===== src/rtl/cla_pkg.sv =====
// Shared constants and types for the lookahead subtractor datapath.
// Optional flags output is enabled by defining CLA_SUB_FLAGS_EN.
package cla_pkg;
  localparam int CLA_GROUP = 4;
  localparam int CLA_W = 32;
  localparam int CLA_HALF = CLA_W / 2;

  typedef struct packed {
    logic                carry;
    logic [CLA_HALF-1:0] sum;
  } half_res_t;
endpackage


===== src/rtl/cla_addsub_16.sv =====
// Half-width carry-lookahead add/sub built from 4-bit lookahead groups.
// A group-level generator forms the carry into each group.
module cla_addsub_16
  import cla_pkg::*;
#(
  parameter int W = CLA_HALF
) (
  input  logic [W-1:0] a,
  input  logic [W-1:0] b,
  input  logic         cin,
  input  logic         sub,
  output logic [W-1:0] sum,
  output logic         cout
);
  localparam int NG = W / CLA_GROUP;

  logic [W-1:0]  bx;
  logic [W-1:0]  g;
  logic [W-1:0]  p;
  logic [W-1:0]  c;
  logic [NG-1:0] gg;
  logic [NG-1:0] gp;
  logic [NG:0]   gc;

  assign bx = b ^ {W{sub}};
  assign g  = a & bx;
  assign p  = a ^ bx;

  always_comb begin
    gg = '0;
    gp = '1;
    for (int k = 0; k < NG; k++) begin
      for (int i = 0; i < CLA_GROUP; i++) begin
        gg[k] = g[k*CLA_GROUP+i]
              | (p[k*CLA_GROUP+i] & gg[k]);
        gp[k] = gp[k] & p[k*CLA_GROUP+i];
      end
    end
  end

  always_comb begin
    gc = '0;
    gc[0] = cin;
    for (int k = 0; k < NG; k++) begin
      gc[k+1] = gg[k] | (gp[k] & gc[k]);
    end
  end

  // Bit carries inside a group start from that group's lookahead carry
  always_comb begin
    c = '0;
    for (int k = 0; k < NG; k++) begin
      c[k*CLA_GROUP] = gc[k];
      for (int i = 1; i < CLA_GROUP; i++) begin
        c[k*CLA_GROUP+i] = g[k*CLA_GROUP+i-1]
                         | (p[k*CLA_GROUP+i-1]
                            & c[k*CLA_GROUP+i-1]);
      end
    end
  end

  assign sum  = p ^ c;
  assign cout = gc[NG];
endmodule


===== src/rtl/cla_sub_32_pipe.sv =====
// Two-stage pipelined subtractor with valid/ready on both sides.
// Define CLA_SUB_FLAGS_EN to add registered ovf_out and zero_out.
module cla_sub_32_pipe
  import cla_pkg::*;
#(
  parameter int WIDTH = CLA_W
) (
  input  logic             clock,
  input  logic             reset,
  input  logic             in_valid,
  output logic             in_ready,
  input  logic [WIDTH-1:0] a_inp,
  input  logic [WIDTH-1:0] b_inp,
  output logic             out_valid,
  input  logic             out_ready,
  output logic [WIDTH-1:0] d_out,
  output logic             b_out
`ifdef CLA_SUB_FLAGS_EN
  ,
  output logic             ovf_out,
  output logic             zero_out
`endif
);
  localparam int HALF = WIDTH / 2;

  logic            s1_valid;
  logic [HALF-1:0] s1_lo;
  logic            s1_carry;
  logic [HALF-1:0] s1_a_hi;
  logic [HALF-1:0] s1_b_hi;

  logic [HALF-1:0] lo_sum;
  logic            lo_cout;
  logic [HALF-1:0] hi_sum;
  logic            hi_cout;

  logic accept;
  logic s2_adv;

  assign s2_adv   = s1_valid && (!out_valid || out_ready);
  assign in_ready = !s1_valid || s2_adv;
  assign accept   = in_valid && in_ready;

  cla_addsub_16 #(.W(HALF)) u_lo (
    .a    (a_inp[HALF-1:0]),
    .b    (b_inp[HALF-1:0]),
    .cin  (1'b1),
    .sub  (1'b1),
    .sum  (lo_sum),
    .cout (lo_cout)
  );

  cla_addsub_16 #(.W(HALF)) u_hi (
    .a    (s1_a_hi),
    .b    (s1_b_hi),
    .cin  (s1_carry),
    .sub  (1'b1),
    .sum  (hi_sum),
    .cout (hi_cout)
  );

  always_ff @(posedge clock) begin
    if (reset) begin
      s1_valid <= 1'b0;
    end else if (accept) begin
      s1_valid <= 1'b1;
      s1_lo    <= lo_sum;
      s1_carry <= lo_cout;
      s1_a_hi  <= a_inp[WIDTH-1:HALF];
      s1_b_hi  <= b_inp[WIDTH-1:HALF];
    end else if (s2_adv) begin
      s1_valid <= 1'b0;
    end
  end

  // Borrow is the inverted carry out of a + ~b + 1
  always_ff @(posedge clock) begin
    if (reset) begin
      out_valid <= 1'b0;
      d_out     <= '0;
      b_out     <= 1'b0;
    end else if (s2_adv) begin
      out_valid <= 1'b1;
      d_out     <= {hi_sum, s1_lo};
      b_out     <= ~hi_cout;
    end else if (out_ready) begin
      out_valid <= 1'b0;
    end
  end

`ifdef CLA_SUB_FLAGS_EN
  always_ff @(posedge clock) begin
    if (reset) begin
      ovf_out  <= 1'b0;
      zero_out <= 1'b0;
    end else if (s2_adv) begin
      ovf_out  <= (s1_a_hi[HALF-1] != s1_b_hi[HALF-1])
               && (hi_sum[HALF-1] != s1_a_hi[HALF-1]);
      zero_out <= (hi_sum == '0) && (s1_lo == '0);
    end
  end
`endif
endmodule


===== config.mk =====
export PLATFORM = sky130hd
export DESIGN_NAME = cla_sub_32_pipe
export DESIGN_NICKNAME = d
export VERILOG_FILES = /design/src/rtl/cla_pkg.sv /design/src/rtl/cla_addsub_16.sv /design/src/rtl/cla_sub_32_pipe.sv
export SDC_FILE = /design/constraint.sdc
export NUM_CORES = 1
export LEC_CHECK = 0
export CORE_ASPECT_RATIO = 0.75
export CORE_UTILIZATION = 50
export CTS_CLUSTER_DIAMETER = 40
export DETAILED_ROUTE_END_ITERATION = 10
export DONT_BUFFER_PORTS = 1
export PLACE_DENSITY_LB_ADDON = 0.12
export SETUP_SLACK_MARGIN = 0.02
export SYNTH_ARGS = -nofsm -noshare
export SYNTH_HDL_FRONTEND = slang
export SYNTH_SLANG_ARGS = --single-unit
export TNS_END_PERCENT = 1

===== constraint.sdc =====
create_clock -name clock -period 4.1 [get_ports clock]
set_clock_uncertainty 0.15 [all_clocks]
set_input_delay 0.41 -clock clock [delete_from_list [all_inputs] [get_ports clock]]
set_output_delay 0.41 -clock clock [all_outputs]
set_load 0.01 [all_outputs]

==> Implementation_results.wiki <==
{| class="wikitable"
! Metric !! Value
|-
| Port bufs || 0
|-
| TritonCTS clock tree || yes
|-
| Most used cell, CP || fa_1
|-
| Post-detailed-placement half-perimeter wirelength || 5250 um
|-
| Worst slew pin tran || 1.13 ns
|-
| Part of the power in the clock network || 42.5%
|-
| First-pass GRT wire length || 11400 um
|-
| Residual antenna-violating net count after detailed routing || 0
|-
| DP Area || 4330 sq um
|-
| Post-synthesis cell count || 372
|-
| Initial core utilization || 52.8%
|-
| Synth Area per Inst || approximately 11 sq um
|-
| Critical Path Slowest Stage Cell || edfxtp_1
|-
| Unrepaired setup endpoints after global routing || no
|-
| Cell-by-cell trace of the critical path || ha_1 -> a21oi_1 -> o21ai_1 -> o21ai_0 -> o21ai_1 -> inv_1 -> fa_1 -> fa_1 -> fa_1 -> xnor2_1 -> nand2_1 -> a21oi_1
|-
| Critical path required time || 4.22 ns
|-
| Placeable core region || 8060 sq um
|-
| Crit. End Element || flip-flop
|-
| Yosys warning count || 0
|-
| Routed WL || 7360 um
|-
| Outcome || finished, final reports clean
|-
| DR pass1 iterations || 4
|-
| Count of pins on the block boundary || about 100
|-
| Count of cells along the worst register-to-register path || 12
|-
| Number of hold violations in the final report || 0
|-
| Leak || 0.00199 uW
|-
| Number of buffers created by CTS || 9
|-
| Synthesis-to-layout area growth || 12.1%
|-
| Synth Flop Type || edfxtp_1
|-
| DRC Markers || 0
|-
| # diodes || 0
|-
| Cell area after synthesis || about 4300 sq um
|-
| Largest fanout on the critical path || 2
|-
| Worst setup SP type || flip-flop
|-
| Floorplan die height || just over 80 um
|-
| Final instance area || 4770 sq um
|-
| Final setup violation count || 0
|-
| Relative slew slack || 24.7%
|-
| Data arrival time at the worst-slack endpoint || ~3.4 ns
|-
| Root Buffer Master || clkbuf_16
|-
| Starting DRT DRC Count || 87
|-
| P_int || 1630 uW
|-
| # rows || 28
|-
| WL/cell || roughly 15 um
|-
| Post-synth EDFFs || just under 50
|-
| Level count of the clock H-tree || 3
|-
| Top library cells by usage in the layout, fill and taps aside || inv_1 (68), edfxtp_1 (49), nand2_1 (48), dfxtp_1 (35), a21oi_1 (34)
|-
| Maximum number of pins on one net before global-route repair || 50
|-
| Fraction of registers with async set/reset || 0%
|-
| Sequential share of power || 46.8%
|-
| GRT Total Usage || 17.7%
|-
| Most common cell after layout, fill and taps aside || inv_1
|-
| Power density over the cells || between 400 and 500 nW/um^2
|-
| Vias in the first global route || approximately 2300
|-
| Net switching power || 491 uW
|-
| Type of the worst min-delay path || input port to flip-flop
|-
| Floorplan die width || 109 um
|-
| Switching share of total power || 23.2%
|-
| Class of the most critical setup path || flip-flop to flip-flop
|-
| Combinational power share || 10.6%
|-
| Clock-pin slew reported for the worst setup and hold paths after clock tree synthesis || 0.06 ns
|-
| Yosys cell types || 37
|-
| Total clock sinks || 84
|-
| Share of post-route cells with drive strength above 1 || 9.07%
|-
| MaxCap Viol Count || 0
|-
| Clk_lat worst skew || 0.33 ns
|-
| Die area || 8890 sq um
|-
| Worst ir drop on vdd || 306 uV
|-
| Final critical-path share of the clock period || 80.3%
|-
| Grt total ovfl || 0
|-
| Final setup TNS || 0 ns
|-
| Register bit total from synthesis || between 80 and 90
|-
| Worst-case clock buffer depth || 2
|-
| Initial antenna violation count || 0
|-
| Drt via density || 5.06
|-
| Max-slew violation count || 0
|-
| Routability congestion estimate || between 0.7 and 0.8
|-
| Filler instances || between 600 and 700
|-
| Total Nets Final || 505
|-
| Register area share after synthesis || 51.0%
|-
| Maximum achievable frequency || between 0.3 and 0.4 GHz
|-
| Number of nets in the synthesized netlist || 496
|-
| Hold path depth || 0
|-
| Shortest period the worst path allows || 3.29 ns
|-
| Number of cells upsized or downsized after cts || 0
|-
| Total via count in the routed design || approximately 2500
|-
| Delay of the slowest cell on the worst path || 0.42 ns
|}
cells by family (layout without fill, tap and decap cells):
group	Yosys count	in the layout	synth area share, %
AOI/OAI and AO/OA	63	63	10.7
adders and majority gates	56	56	20.5
and+or+nand+nor	81	81	8.38
DFF	84	84	51.0
xor gates and xnor gates	8	8	1.65
buffers and inverters	80	94	7.70
layout make-up:
type                       instances  area, sq um  share of cell area [%]
sequential                        84         2170                    45.5
multi-input combinational        208         1760                    37.0
inverter                          69          259                    5.43
clock buffer                      10          250                    5.25
tap                              105          131                    2.75
timing repair buffer               9          100                    2.10
clock inverter                     6         93.8                    1.97
critical path, delay by kind of cell (launching register included):
kind            cells  cell delay, ns
compound gates      5            0.87
xor+xnor            1            0.16
fa+ha+maj           4            1.47
buf+inv             1            0.08
flops               1            0.42
simple gates        1            0.06
routing by layer:
layer / track usage [%] / up-vias / part of all wire [%]
li1: - / 1246 / -
met3: 7.06 / 8 / 7.1
met5: 0 / - / 0
met1: 21.6 / 1169 / 44
met4: 6.08 / 0 / 0.92
met2: 28.5 / 63 / 48
stage by stage:
step	total power (uW)	hold WS [ns]	cells	utilization, %	setup slack (ns)
5_1_grt	2220	0.000207	491	59.2	0.576
4_1_cts	2140	0.00318	483	58.2	0.790
2_1_floorplan	1180	0.321	372	-	1.15
3_5_place_dp	1230	0.329	466	53.7	0.805
3_3_place_gp	1220	0.325	466	53.7	0.857
6_report	2120	0.0188	491	59.2	0.809
synth_stat cells, types with 3 or more instances:
cell type | count | area, sq um
a211oi_1 | 4 | 30.0
a211oi_2 | 10 | 125
a21oi_1 | 34 | 170
buf_2 | 4 | 20.0
dfxtp_1 | 35 | 701
edfxtp_1 | 49 | 1470
fa_1 | 23 | 460
ha_1 | 33 | 413
inv_1 | 68 | 255
nand2_1 | 48 | 180
nand3_1 | 3 | 15.0
nand4_1 | 4 | 25.0
nor2_1 | 18 | 67.6
o21ai_1 | 4 | 20.0
xnor2_1 | 7 | 61.3
worst paths after layout:
kind	endpoint	slack, ns	start
max reg2reg	d_out[31]	0.81	s1_a_hi[0]
max	d_out[31]	0.81	s1_a_hi[0]
min	s1_a_hi[8]	0.02	a_inp[24]
min reg2reg	d_out[9]	0.35	s1_lo[9]
what timing repair did:
| item | CTS | global route |
|---|---|---|
| hold endpoints to repair | 35 | 8 |
| hold buffers | 1 | 8 |
| setup buffers | 0 | 0 |
sequential cells by signal, indices dropped and copies added (netlist names):
register   count
out_valid      1
s1_carry       1
d_out         32
s1_a_hi       16
s1_lo         16
s1_valid       1
b_out          1
s1_b_hi       16
power groups by stage:
stage | clock network [uW] | registers, uW | logic, uW
2_1_floorplan | 0 | 1000 | 181
4_1_cts | 918 | 993 | 224
3_5_place_dp | 0 | 1010 | 215
6_report | 901 | 993 | 226
3_3_place_gp | 0 | 1010 | 207
5_1_grt | 953 | 999 | 263
No activity file was read; power rests on OpenSTA's default activity.
